`src/rtl/load_store_unit.sv`:
```
// load_store_unit
// Initiator side of the data-memory interface. Accepts one load or store per
// transaction, forms ea = base + sext(offset), and drives a word-addressed
// synchronous RAM (read data valid the cycle after the address). Loads are
// sign/zero-extended; byte/halfword stores are done as read-modify-write
// because the RAM has no byte enables. Misaligned or illegal accesses fault
// without touching memory.
//
// Ports:
//   clk, rst                 clock, async active-high reset
//   req_valid/req_ready      request handshake (ready only in IDLE)
//   is_store, funct3         operation kind and size
//   base, offset, store_data rs1, signed 12-bit immediate, rs2
//   resp_valid               one-cycle completion pulse
//   load_data, fault         result, held between responses
//   mem_addr, mem_wren,      word-aligned RAM address (0 when idle),
//   mem_wr_data, mem_rd_data write enable, write word, read word
module load_store_unit #(
   parameter int WIDTH = 32
) (
   input  logic             clk,
   input  logic             rst,
   input  logic             req_valid,
   output logic             req_ready,
   input  logic             is_store,
   input  logic [2:0]       funct3,
   input  logic [WIDTH-1:0] base,
   input  logic [11:0]      offset,
   input  logic [WIDTH-1:0] store_data,
   output logic             resp_valid,
   output logic [WIDTH-1:0] load_data,
   output logic             fault,
   output logic [WIDTH-1:0] mem_addr,
   output logic             mem_wren,
   output logic [WIDTH-1:0] mem_wr_data,
   input  logic [WIDTH-1:0] mem_rd_data
);

   localparam logic [2:0] S_IDLE  = 3'd0;
   localparam logic [2:0] S_READ  = 3'd1;
   localparam logic [2:0] S_WAIT  = 3'd2;
   localparam logic [2:0] S_WRITE = 3'd3;
   localparam logic [2:0] S_RESP  = 3'd4;

   localparam logic [2:0] F_BYTE   = 3'b000;
   localparam logic [2:0] F_HALF   = 3'b001;
   localparam logic [2:0] F_WORD   = 3'b010;
   localparam logic [2:0] F_BYTE_U = 3'b100;
   localparam logic [2:0] F_HALF_U = 3'b101;

   logic [2:0]       state_q, state_d;
   logic [WIDTH-1:0] ea_q, ea_d;
   logic [2:0]       f3_q, f3_d;
   logic             st_q, st_d;
   // Holds store_data after accept, then the merged word after the read.
   logic [WIDTH-1:0] wdata_q, wdata_d;
   logic [WIDTH-1:0] load_data_q, load_data_d;
   logic             fault_q, fault_d;

   logic [WIDTH-1:0] ea;
   logic             req_fault;
   logic [7:0]       byte_sel;
   logic [15:0]      half_sel;
   logic [WIDTH-1:0] ext_data;
   logic [WIDTH-1:0] merged;

   always_comb begin
      ea = base + {{(WIDTH-12){offset[11]}}, offset};

      req_fault = 1'b0;
      case (funct3)
         F_BYTE:   req_fault = 1'b0;
         F_HALF:   req_fault = ea[0];
         F_WORD:   req_fault = (ea[1:0] != 2'b00);
         F_BYTE_U: req_fault = is_store;
         F_HALF_U: req_fault = is_store | ea[0];
         default:  req_fault = 1'b1;
      endcase

      byte_sel = mem_rd_data[{ea_q[1:0], 3'b000} +: 8];
      half_sel = mem_rd_data[{ea_q[1], 4'b0000} +: 16];
      case (f3_q)
         F_BYTE:   ext_data = {{(WIDTH-8){byte_sel[7]}}, byte_sel};
         F_BYTE_U: ext_data = {{(WIDTH-8){1'b0}}, byte_sel};
         F_HALF:   ext_data = {{(WIDTH-16){half_sel[15]}}, half_sel};
         F_HALF_U: ext_data = {{(WIDTH-16){1'b0}}, half_sel};
         default:  ext_data = mem_rd_data;
      endcase

      // Only BYTE and HALF stores reach the merge; lanes outside are kept.
      merged = mem_rd_data;
      if (f3_q == F_BYTE) merged[{ea_q[1:0], 3'b000} +: 8] = wdata_q[7:0];
      else                merged[{ea_q[1], 4'b0000} +: 16] = wdata_q[15:0];
   end

   always_comb begin
      state_d     = state_q;
      ea_d        = ea_q;
      f3_d        = f3_q;
      st_d        = st_q;
      wdata_d     = wdata_q;
      load_data_d = load_data_q;
      fault_d     = fault_q;
      case (state_q)
         S_IDLE: begin
            if (req_valid) begin
               ea_d    = ea;
               f3_d    = funct3;
               st_d    = is_store;
               wdata_d = store_data;
               if (req_fault) begin
                  fault_d     = 1'b1;
                  load_data_d = '0;
                  state_d     = S_RESP;
               end else if (is_store && funct3 == F_WORD) begin
                  state_d = S_WRITE;
               end else begin
                  state_d = S_READ;
               end
            end
         end
         S_READ: state_d = S_WAIT;
         S_WAIT: begin
            if (st_q) begin
               wdata_d = merged;
               state_d = S_WRITE;
            end else begin
               load_data_d = ext_data;
               fault_d     = 1'b0;
               state_d     = S_RESP;
            end
         end
         S_WRITE: begin
            load_data_d = '0;
            fault_d     = 1'b0;
            state_d     = S_RESP;
         end
         S_RESP:  state_d = S_IDLE;
         default: state_d = S_IDLE;
      endcase
   end

   always_ff @(posedge clk or posedge rst) begin
      if (rst) begin
         state_q     <= S_IDLE;
         ea_q        <= '0;
         f3_q        <= '0;
         st_q        <= 1'b0;
         wdata_q     <= '0;
         load_data_q <= '0;
         fault_q     <= 1'b0;
      end else begin
         state_q     <= state_d;
         ea_q        <= ea_d;
         f3_q        <= f3_d;
         st_q        <= st_d;
         wdata_q     <= wdata_d;
         load_data_q <= load_data_d;
         fault_q     <= fault_d;
      end
   end

   // Memory outputs decode straight from state so reset kills a write at once.
   assign req_ready   = (state_q == S_IDLE);
   assign resp_valid  = (state_q == S_RESP);
   assign mem_wren    = (state_q == S_WRITE);
   assign mem_addr    = (state_q == S_READ || state_q == S_WRITE) ?
                        {ea_q[WIDTH-1:2], 2'b00} : '0;
   assign mem_wr_data = (state_q == S_WRITE) ? wdata_q : '0;
   assign load_data   = load_data_q;
   assign fault       = fault_q;

endmodule
```
`config.mk`:
```
export PLATFORM = sky130hd
export DESIGN_NAME = load_store_unit
export DESIGN_NICKNAME = d
export VERILOG_FILES = /design/src/rtl/load_store_unit.sv
export SDC_FILE = /design/constraint.sdc
export NUM_CORES = 1
export LEC_CHECK = 0
export BUFFER_PORTS_ARGS = -buffer_cell sky130_fd_sc_hd__buf_4
export CORE_ASPECT_RATIO = 0.7
export CORE_MARGIN = 1
export CORE_UTILIZATION = 48
export CTS_CLUSTER_DIAMETER = 80
export DETAILED_ROUTE_END_ITERATION = 10
export PLACE_DENSITY = 0.82
export SLEW_MARGIN = 10
export SYNTH_ARGS = -nofsm -noshare
export SYNTH_HDL_FRONTEND = slang
export SYNTH_SLANG_ARGS = --single-unit
```
`constraint.sdc`:
```
create_clock -name clk -period 3.2 [get_ports clk]
set_clock_uncertainty 0.15 [all_clocks]
set_input_delay 0.48 -clock clk [delete_from_list [all_inputs] [get_ports clk]]
set_output_delay 0.48 -clock clk [all_outputs]
set_load 0.01 [all_outputs]
```
==> results of run 1 <==
cell type report:
class / count / area share, %
repair buffers: 234 / 19.35
well taps: 190 / 2.563
multi-input cells: 678 / 46.03
inverters: 16 / 0.6881
flip-flops and latches: 104 / 28.06
clock buffers: 11 / 2.617
clock inverters: 5 / 0.6881
registers in the layout, indices dropped and copies added, names as in the netlist:
register   cells
f3_q           3
st_q           1
fault          1
ea_q          32
load_data     32
state_q        3
wdata_q       32
worst max path at each step:
stage / to / from / slack [ps] / depth (start not counted)
2_1_floorplan: load_data[16] / offset[0] / 250 / 10
3_3_place_gp: load_data[28] / offset[0] / -20 / 9
3_5_place_dp: load_data[27] / offset[0] / -130 / 9
4_1_cts: load_data[27] / offset[0] / 250 / 9
5_1_grt: load_data[31] / offset[0] / 100 / 9
6_report: load_data[27] / offset[0] / 230 / 9
per-stage QoR:
step,setup TNS [ps],area [µm²],instances,util (%)
after floorplan,0,7171,853,-
after global placement,-52.92,8967,1222,63.00
after detailed placement,-538.5,8967,1222,63.00
after CTS,0,9274,1238,65.15
after global routing,0,9274,1238,65.15
final,0,9274,1238,65.15
power by group through the flow:
stage | registers [mW] | logic, mW | clock network [mW]
finish | 2.36 | 3.24 | 1.15
global route | 2.42 | 3.59 | 1.21
CTS | 2.33 | 3.19 | 1.17
detailed placement | 2.35 | 3.18 | 0
global placement | 2.33 | 3.11 | 0
floorplan | 2.21 | 2.15 | 0
per-layer routing:
layer	wire [µm]	up-vias
li1	-	3480
met1	10470	3404
met2	9028	432
met3	2911	36
met4	333	0
met5	0	-
worst max-delay path: stages:
cell and delay (ps):
buf_4 110, ha_1 220, fa_1 530, o31a_1 140
o22ai_1 70, and3_1 200, or3_1 420, a2111o_1 610
o21ai_0 280
placed cells by master (no fill, tap or decap), types with 19 or more instances in the layout:
cell type	n
nor2_1	52
dfrtp_1	104
a21oi_1	37
ha_1	36
buf_4	231
and3_1	37
nand2_1	141
o21ai_1	20
mux2i_1	19
and2_1	37
o21ai_0	102
kinds of logic (layout without fill, tap and decap cells):
family | after synthesis | after routing
buffers and inverters | 71 | 266
other | 1 | 2
multiplexers | 22 | 22
adder cells (fa/ha/maj) | 37 | 37
XOR/XNOR | 24 | 24
AND/OR/NAND/NOR | 308 | 308
AO/OA/AOI/OAI | 285 | 285
flip-flops | 104 | 104
==> flow_summary.ini, run 1 <==
[grt]
grt_util_met2_pct = 40.14
first_global_vias = 6616
grt_pass1_wl_mm = 36.05
gr-usage-all-layers_pct = 29.71
grt-busiest-layer = met1
met3_usage_pct = 7.544
grtUsageMet1_pct = 46.66
antenna_found_initial = 0
grt_max_degree = 51
grt_overflow = 0

[logic_synthesis]
synth_top_area_share_pct = 36.33
syn_area_per_cell_um2 = 8.407
synthTopCellsByCount = 142 x nand2_1, 104 x dfrtp_1, 102 x o21ai_0
synth.area.top_cells = dfrtp_1 36%, nand2_1 7.4%, o21ai_0 7.1%, ha_1 6.3%, and2_1 3.2%
ys_seq_elements = 104
async_flop_share_pct = 100.0
synth_top_family_by_area = compound AO/OA/AOI/OAI gates
ys_seq_area_share_pct = 36.33
synthAdderAreaFrac_pct = 6.568
synth-edff-count = 0
yosys.area_share.simple_pct = 20.49
yosysWarnings = 0
synth_compound_area_share_pct = 26.24
synthFlopType = dfrtp_1
synth-xor-area-share_pct = 2.934
synthesis.area_mm2 = 0.007163
syn_inst = 852
synth_top_cell_by_area = dfrtp_1
synthMostInstantiatedCell = nand2_1
yosysUniqueCellTypes = 75
synth.area.mux_share_pct = 3.127

[die]
pin_count = 215
core_mm2 = 0.01423
std_cell_rows = 36
die_y_um = 104.2
initial_core_util_pct = 50.33
dieArea_mm2 = 0.01542
die_x_um = 148.0

[clock_network]
cts.repair.resized = 0
h-tree-depth = 3
tritoncts = done
root_buffer = clkbuf_16
clock_sinks = 104
cts_setup_buffers = 0
clockBufferDepth = 2
cts_buffers = 9
clk_latency_ps = 350
clk_pin_slew_worst_paths_ps = 70
hold_buffers = 0

[pwr]
power.switching_mw = 2.970
swShare_pct = 44.03
p_leak_nw = 4.540
power_mw = 6.746
ir_drop_mv = 0.4282
intPower_mw = 3.776
power.density_mw_per_mm2 = 727.4
pwr-share-seq_pct = 34.9
p_clk_share_pct = 17.0
p_comb_share_pct = 48.1

[setup_path]
crit-reg2reg-capture = load_data[27]
cp_max_fo = 16
cp.required_ps = 3300
critPathKind = in -> reg
worstReg2RegStart = ea_q[1]
r2r_cells = 7
start_kind = input pin
reg2reg_slack_ps = 360
cp-end-kind = flip-flop
arrival_ps = 3080

[drt]
dr.pass1.iters = 6
drt-initial-drc-count = 727
vias = 7352
post_drt_wl_per_cell_um = 18.37
vias_per_cell = 5.939
drtAntennaViolNets = 0
drt_wl_total_mm = 22.74
drc = 0

[final_layout]
syn_to_final_growth_pct = 29.47
drive_gt1_share_pct = 26.05
regArea_mm2 = 0.002603
layout.nets = 1195
antenna_cells = 0
multi_input_area_mm2 = 0.004269
fillers = 1204

[outcome]
status = finished clean

[placed_design]
io_buffers = 212
pre_cts_ws_ps = -134.3
gp_congestion = 0.9781
dp_hpwl_mm = 17.78

[worst_hold_path]
min_path_type = in -> async

[timing]
fin_crit_ps = 2971
setup_viol = 0
finalCritPeriodShare_pct = 92.86
max_slew_margin_pct = 40.16
clock.fmax_mhz = 336.5
slew_violations = 0
worst_slew_pin_slew_ps = 895.5
rsz0062_at_grt = false
timing.final.ws_setup_ps = 228.5
final_hold_viol_count = 0
whs_ps = 25.73

[job]
drv_cap = 0
Power figures use the tool's default switching activity.
==> run 2, diff against run 1 <==
--- a/config.mk
+++ b/config.mk
@@ -12,6 +12,7 @@
 export CTS_CLUSTER_DIAMETER = 80
 export DETAILED_ROUTE_END_ITERATION = 10
 export PLACE_DENSITY = 0.82
+export RECOVER_POWER = 25
 export SLEW_MARGIN = 10
 export SYNTH_ARGS = -nofsm -noshare
 export SYNTH_HDL_FRONTEND = slang
==> flow_summary.ini, run 2 (synthesis gave the netlist of run 1 again) <==
[outcome]
status = finished with violations
violations = capacitance limit, slew limit

[setup_path]
cp-end-kind = flip-flop
arrival_ps = 3070
cp.required_ps = 3310
critPathBufInv = 1
crit_path_max_incr_delay_ps = 610
critPathTopFamily = compound AO/OA/AOI/OAI gates
start_kind = input pin
critPathKind = in -> reg
crit_slowest_cell = a2111o_1
crit_chain = buf_4, ha_1, fa_1, o31a_1, o22ai_1, and3_1, or3_1, a2111o_1, o21ai_0
cp_max_fo = 16

[drt]
dr.pass1.iters = 7
drtAntennaViolNets = 0
drc = 0
drt_wl_total_mm = 22.73
vias_per_cell = 5.895
vias = 7298
post_drt_wl_per_cell_um = 18.36
drt-initial-drc-count = 759

[clock_network]
clk_latency_ps = 350
cts_setup_buffers = 0
clk_pin_slew_worst_paths_ps = 70
clock_sinks = 104
cts_buffers = 9
cts.repair.resized = 0
hold_buffers = 0
tritoncts = done
root_buffer = clkbuf_16
h-tree-depth = 3
clockBufferDepth = 2

[timing]
final_hold_viol_count = 0
worst_slew_pin_slew_ps = 1857
setup_viol = 0
finalCritPeriodShare_pct = 92.75
max_slew_margin_pct = -23.78
fin_crit_ps = 2968
clock.fmax_mhz = 336.9
slew_violations = 35
rsz0062_at_grt = false

[final_layout]
regArea_mm2 = 0.002603
antenna_cells = 0
mostFrequentLayoutCells = 228 x buf_4, 141 x nand2_1, 104 x dfrtp_1
multi_input_area_mm2 = 0.004269
instances_no_fill = 1238
mostFrequentLayoutCell = buf_4
syn_to_final_growth_pct = 29.10
fillers = 1209
layout.nets = 1195
drive_gt1_share_pct = 25.76

[grt]
grt_pass1_wl_mm = 36.05
first_global_vias = 6616
grt_overflow = 0
gr-usage-all-layers_pct = 29.71
antenna_found_initial = 0
grt_max_degree = 51

[placed_design]
place_inst = 1222
dp_hpwl_mm = 17.78
gp_congestion = 0.9781
io_buffers = 212

[die]
dieArea_mm2 = 0.01542
std_cell_rows = 36
core_mm2 = 0.01423
initial_core_util_pct = 50.33
die_y_um = 104.2
die_x_um = 148.0
pin_count = 215

[job]
drv_cap = 1

[pwr]
ir_drop_mv = 0.4283
p_leak_nw = 4.524
power.density_mw_per_mm2 = 729.1
power_mw = 6.742

[worst_hold_path]
min_path_type = in -> async
==> run 2: cell type report <==
cell class | instances | share of cell area (%)
Inverter | 16 | 0.6630
Multi-Input combinational cell | 678 | 46.16
Sequential cell | 104 | 28.14
Tap cell | 190 | 2.571
Clock buffer | 11 | 2.625
Clock inverter | 5 | 0.6900
Timing Repair Buffer | 234 | 19.14
==> run 2: routing by layer <==
layer	share of wire, %	vias to the layer above	GRT usage, %
met5	0	-	0
met4	1.1	0	6.112
met3	13	23	7.544
met2	40	416	40.14
met1	46	3380	46.66
li1	-	3479	-
==> run 2: final timing paths <==
path                           start       endpoint  slack [ps]  cells past startpoint
max                        offset[0]  load_data[27]         230                      9
min                              rst    wdata_q[16]         150                      2
max reg2reg                  ea_q[1]  load_data[27]         360                      7
min reg2reg                 ea_q[17]       ea_q[17]         320                      2
max in group asynchronous        rst   load_data[0]         570                      3
min in group clk            is_store           st_q         200                      3
==> run 2: through the flow <==
step | TNS (ps) | util, % | setup slack (ps) | hold WS [ps] | cell area, µm²
finish | 0 | 64.97 | 232.0 | 150.1 | 9248
global route | 0 | 64.97 | 67.67 | 217.7 | 9248
CTS | 0 | 65.15 | 251.9 | 27.64 | 9274
detailed placement | -538.5 | 63.00 | -134.3 | 312.0 | 8967
global placement | -52.92 | 63.00 | -15.49 | 294.4 | 8967
floorplan | 0 | - | 252.0 | 280.4 | 7171
==> run 2: where the power goes <==
group / internal [mW] / switching [mW]
clock: 0.635 / 0.516
sequential: 1.87 / 0.484
combinational: 1.27 / 1.97
total: 3.77 / 2.97
==> run 3, diff against run 2 <==
--- a/config.mk
+++ b/config.mk
@@ -13,6 +13,7 @@
 export DETAILED_ROUTE_END_ITERATION = 10
 export PLACE_DENSITY = 0.82
 export RECOVER_POWER = 25
+export SETUP_SLACK_MARGIN = 0.3
 export SLEW_MARGIN = 10
 export SYNTH_ARGS = -nofsm -noshare
 export SYNTH_HDL_FRONTEND = slang
==> flow_summary.ini, run 3 (synthesis gave the netlist of run 1 again) <==
[outcome]
status = finished clean

[pwr]
power.density_mw_per_mm2 = 719.5
p_leak_nw = 4.516
ir_drop_mv = 0.4543
swShare_pct = 44.91
p_comb_share_pct = 48.9
pwr-share-seq_pct = 35.2
intPower_mw = 3.654
p_clk_share_pct = 15.9
power.switching_mw = 2.979

[timing]
rsz0062_at_grt = false
fin_crit_ps = 2693
max_slew_margin_pct = 8.665
setup_viol = 0
final_hold_viol_count = 0
setup_tns_ps = 0
worst_slew_pin_slew_ps = 1363
finalCritPeriodShare_pct = 84.16
slew_violations = 0
clock.fmax_mhz = 371.3

[die]
initial_core_util_pct = 50.33
die_y_um = 104.2
pin_count = 215
std_cell_rows = 36
die_x_um = 148.0
core_mm2 = 0.01423
dieArea_mm2 = 0.01542

[final_layout]
syn_to_final_growth_pct = 28.70
mostFrequentLayoutCell = buf_4
regArea_mm2 = 0.002603
antenna_cells = 0
mostFrequentLayoutCells = 230 x buf_4, 141 x nand2_1, 104 x dfrtp_1
fillers = 1240
multi_input_area_mm2 = 0.004294
final_util_pct = 64.77
layout.nets = 1194
drive_gt1_share_pct = 26.07

[drt]
vias = 7415
drtAntennaViolNets = 0
drt_wl_total_mm = 22.89
wl_met3_mm = 2.686
post_drt_wl_per_cell_um = 18.50
wl_met2_mm = 9.385
drt-initial-drc-count = 757
m1WireLength_mm = 10.54
top_layer = met4
drc = 0
dr.pass1.iters = 5
vias_per_cell = 5.994

[job]
drv_cap = 0

[clock_network]
clk_pin_slew_worst_paths_ps = 80
clockBufferDepth = 2
hold_buffers = 0
tritoncts = done
clk_latency_ps = 340
root_buffer = clkbuf_16
h-tree-depth = 3
clock_sinks = 104
cts_buffers = 9
cts_setup_buffers = 0

[grt]
grt_max_degree = 51
gr-usage-all-layers_pct = 29.78
first_global_vias = 6678
antenna_found_initial = 0
grt_overflow = 0
grt_pass1_wl_mm = 36.20

[placed_design]
io_buffers = 212
gp_congestion = 0.9514
dp_hpwl_mm = 18.03

[setup_path]
cp-end-kind = flip-flop
cp.required_ps = 3320
arrival_ps = 2810
critPathKind = in -> reg
reg2reg_slack_ps = 540
start_kind = input pin
cp_max_fo = 16

[worst_hold_path]
min_path_type = in -> reg
run 3: layout make-up:
| type | instances | share of cell area (%) |
|---|---|---|
| clock buffers | 10 | 2.484 |
| clock inverters | 6 | 0.5565 |
| inverters | 16 | 0.6650 |
| multi-input cells | 678 | 46.58 |
| flip-flops and latches | 104 | 28.23 |
| well taps | 190 | 2.579 |
| repair buffers | 233 | 18.91 |
run 3: per-layer routing:
layer / up-vias / GRT usage [%]
li1: 3479 / -
met4: 0 / 5.228
met5: - / 0
met1: 3498 / 47.28
met2: 415 / 41.21
met3: 23 / 5.965
run 3: timing repair:
| action | in CTS | in global routing |
|---|---|---|
| gates resized for setup | 0 | 2 |
| setup endpoints to repair | 0 | 7 |
| endpoints found under the hold margin | 0 | 0 |
run 3: worst paths after layout:
path / start / end / depth (start not counted)
max: offset[0] / load_data[31] / 10
min: is_store / st_q / 3
max reg2reg: ea_q[0] / wdata_q[29] / 6
min reg2reg: ea_q[27] / ea_q[27] / 2
max in group asynchronous: rst / f3_q[1] / 3
min in group asynchronous: rst / wdata_q[19] / 2
run 3: stage by stage:
| step | power (mW) | hold WS, ps | instances | setup WS (ps) | cell area, µm² |
|---|---|---|---|---|---|
| final | 6.633 | 203.8 | 1237 | 506.9 | 9219 |
| after global routing | 7.127 | 207.0 | 1237 | 342.8 | 9219 |
| after CTS | 6.594 | 99.15 | 1237 | 417.0 | 9228 |
| after detailed placement | 5.531 | 311.5 | 1221 | 102.6 | 8947 |
| after global placement | 5.440 | 294.5 | 1221 | 171.1 | 8947 |
| after floorplan | 4.359 | 280.4 | 853 | 317.1 | 7187 |
run 3: power groups by stage:
stage | Combinational (mW) | Sequential [mW] | Clock, mW
detailed placement | 3.20 | 2.34 | 0
finish | 3.24 | 2.34 | 1.05
global route | 3.59 | 2.41 | 1.13
floorplan | 2.15 | 2.21 | 0
global placement | 3.12 | 2.32 | 0
CTS | 3.20 | 2.31 | 1.08
run 3: critical path, cell delays in order:
cell and delay, ps:
buf_4 120, ha_4 160, fa_1 530, o31a_1 120, o22ai_1 70, and3_1 220, or3_1 340, a2111o_1 410
buf_4 200, o21ai_0 170
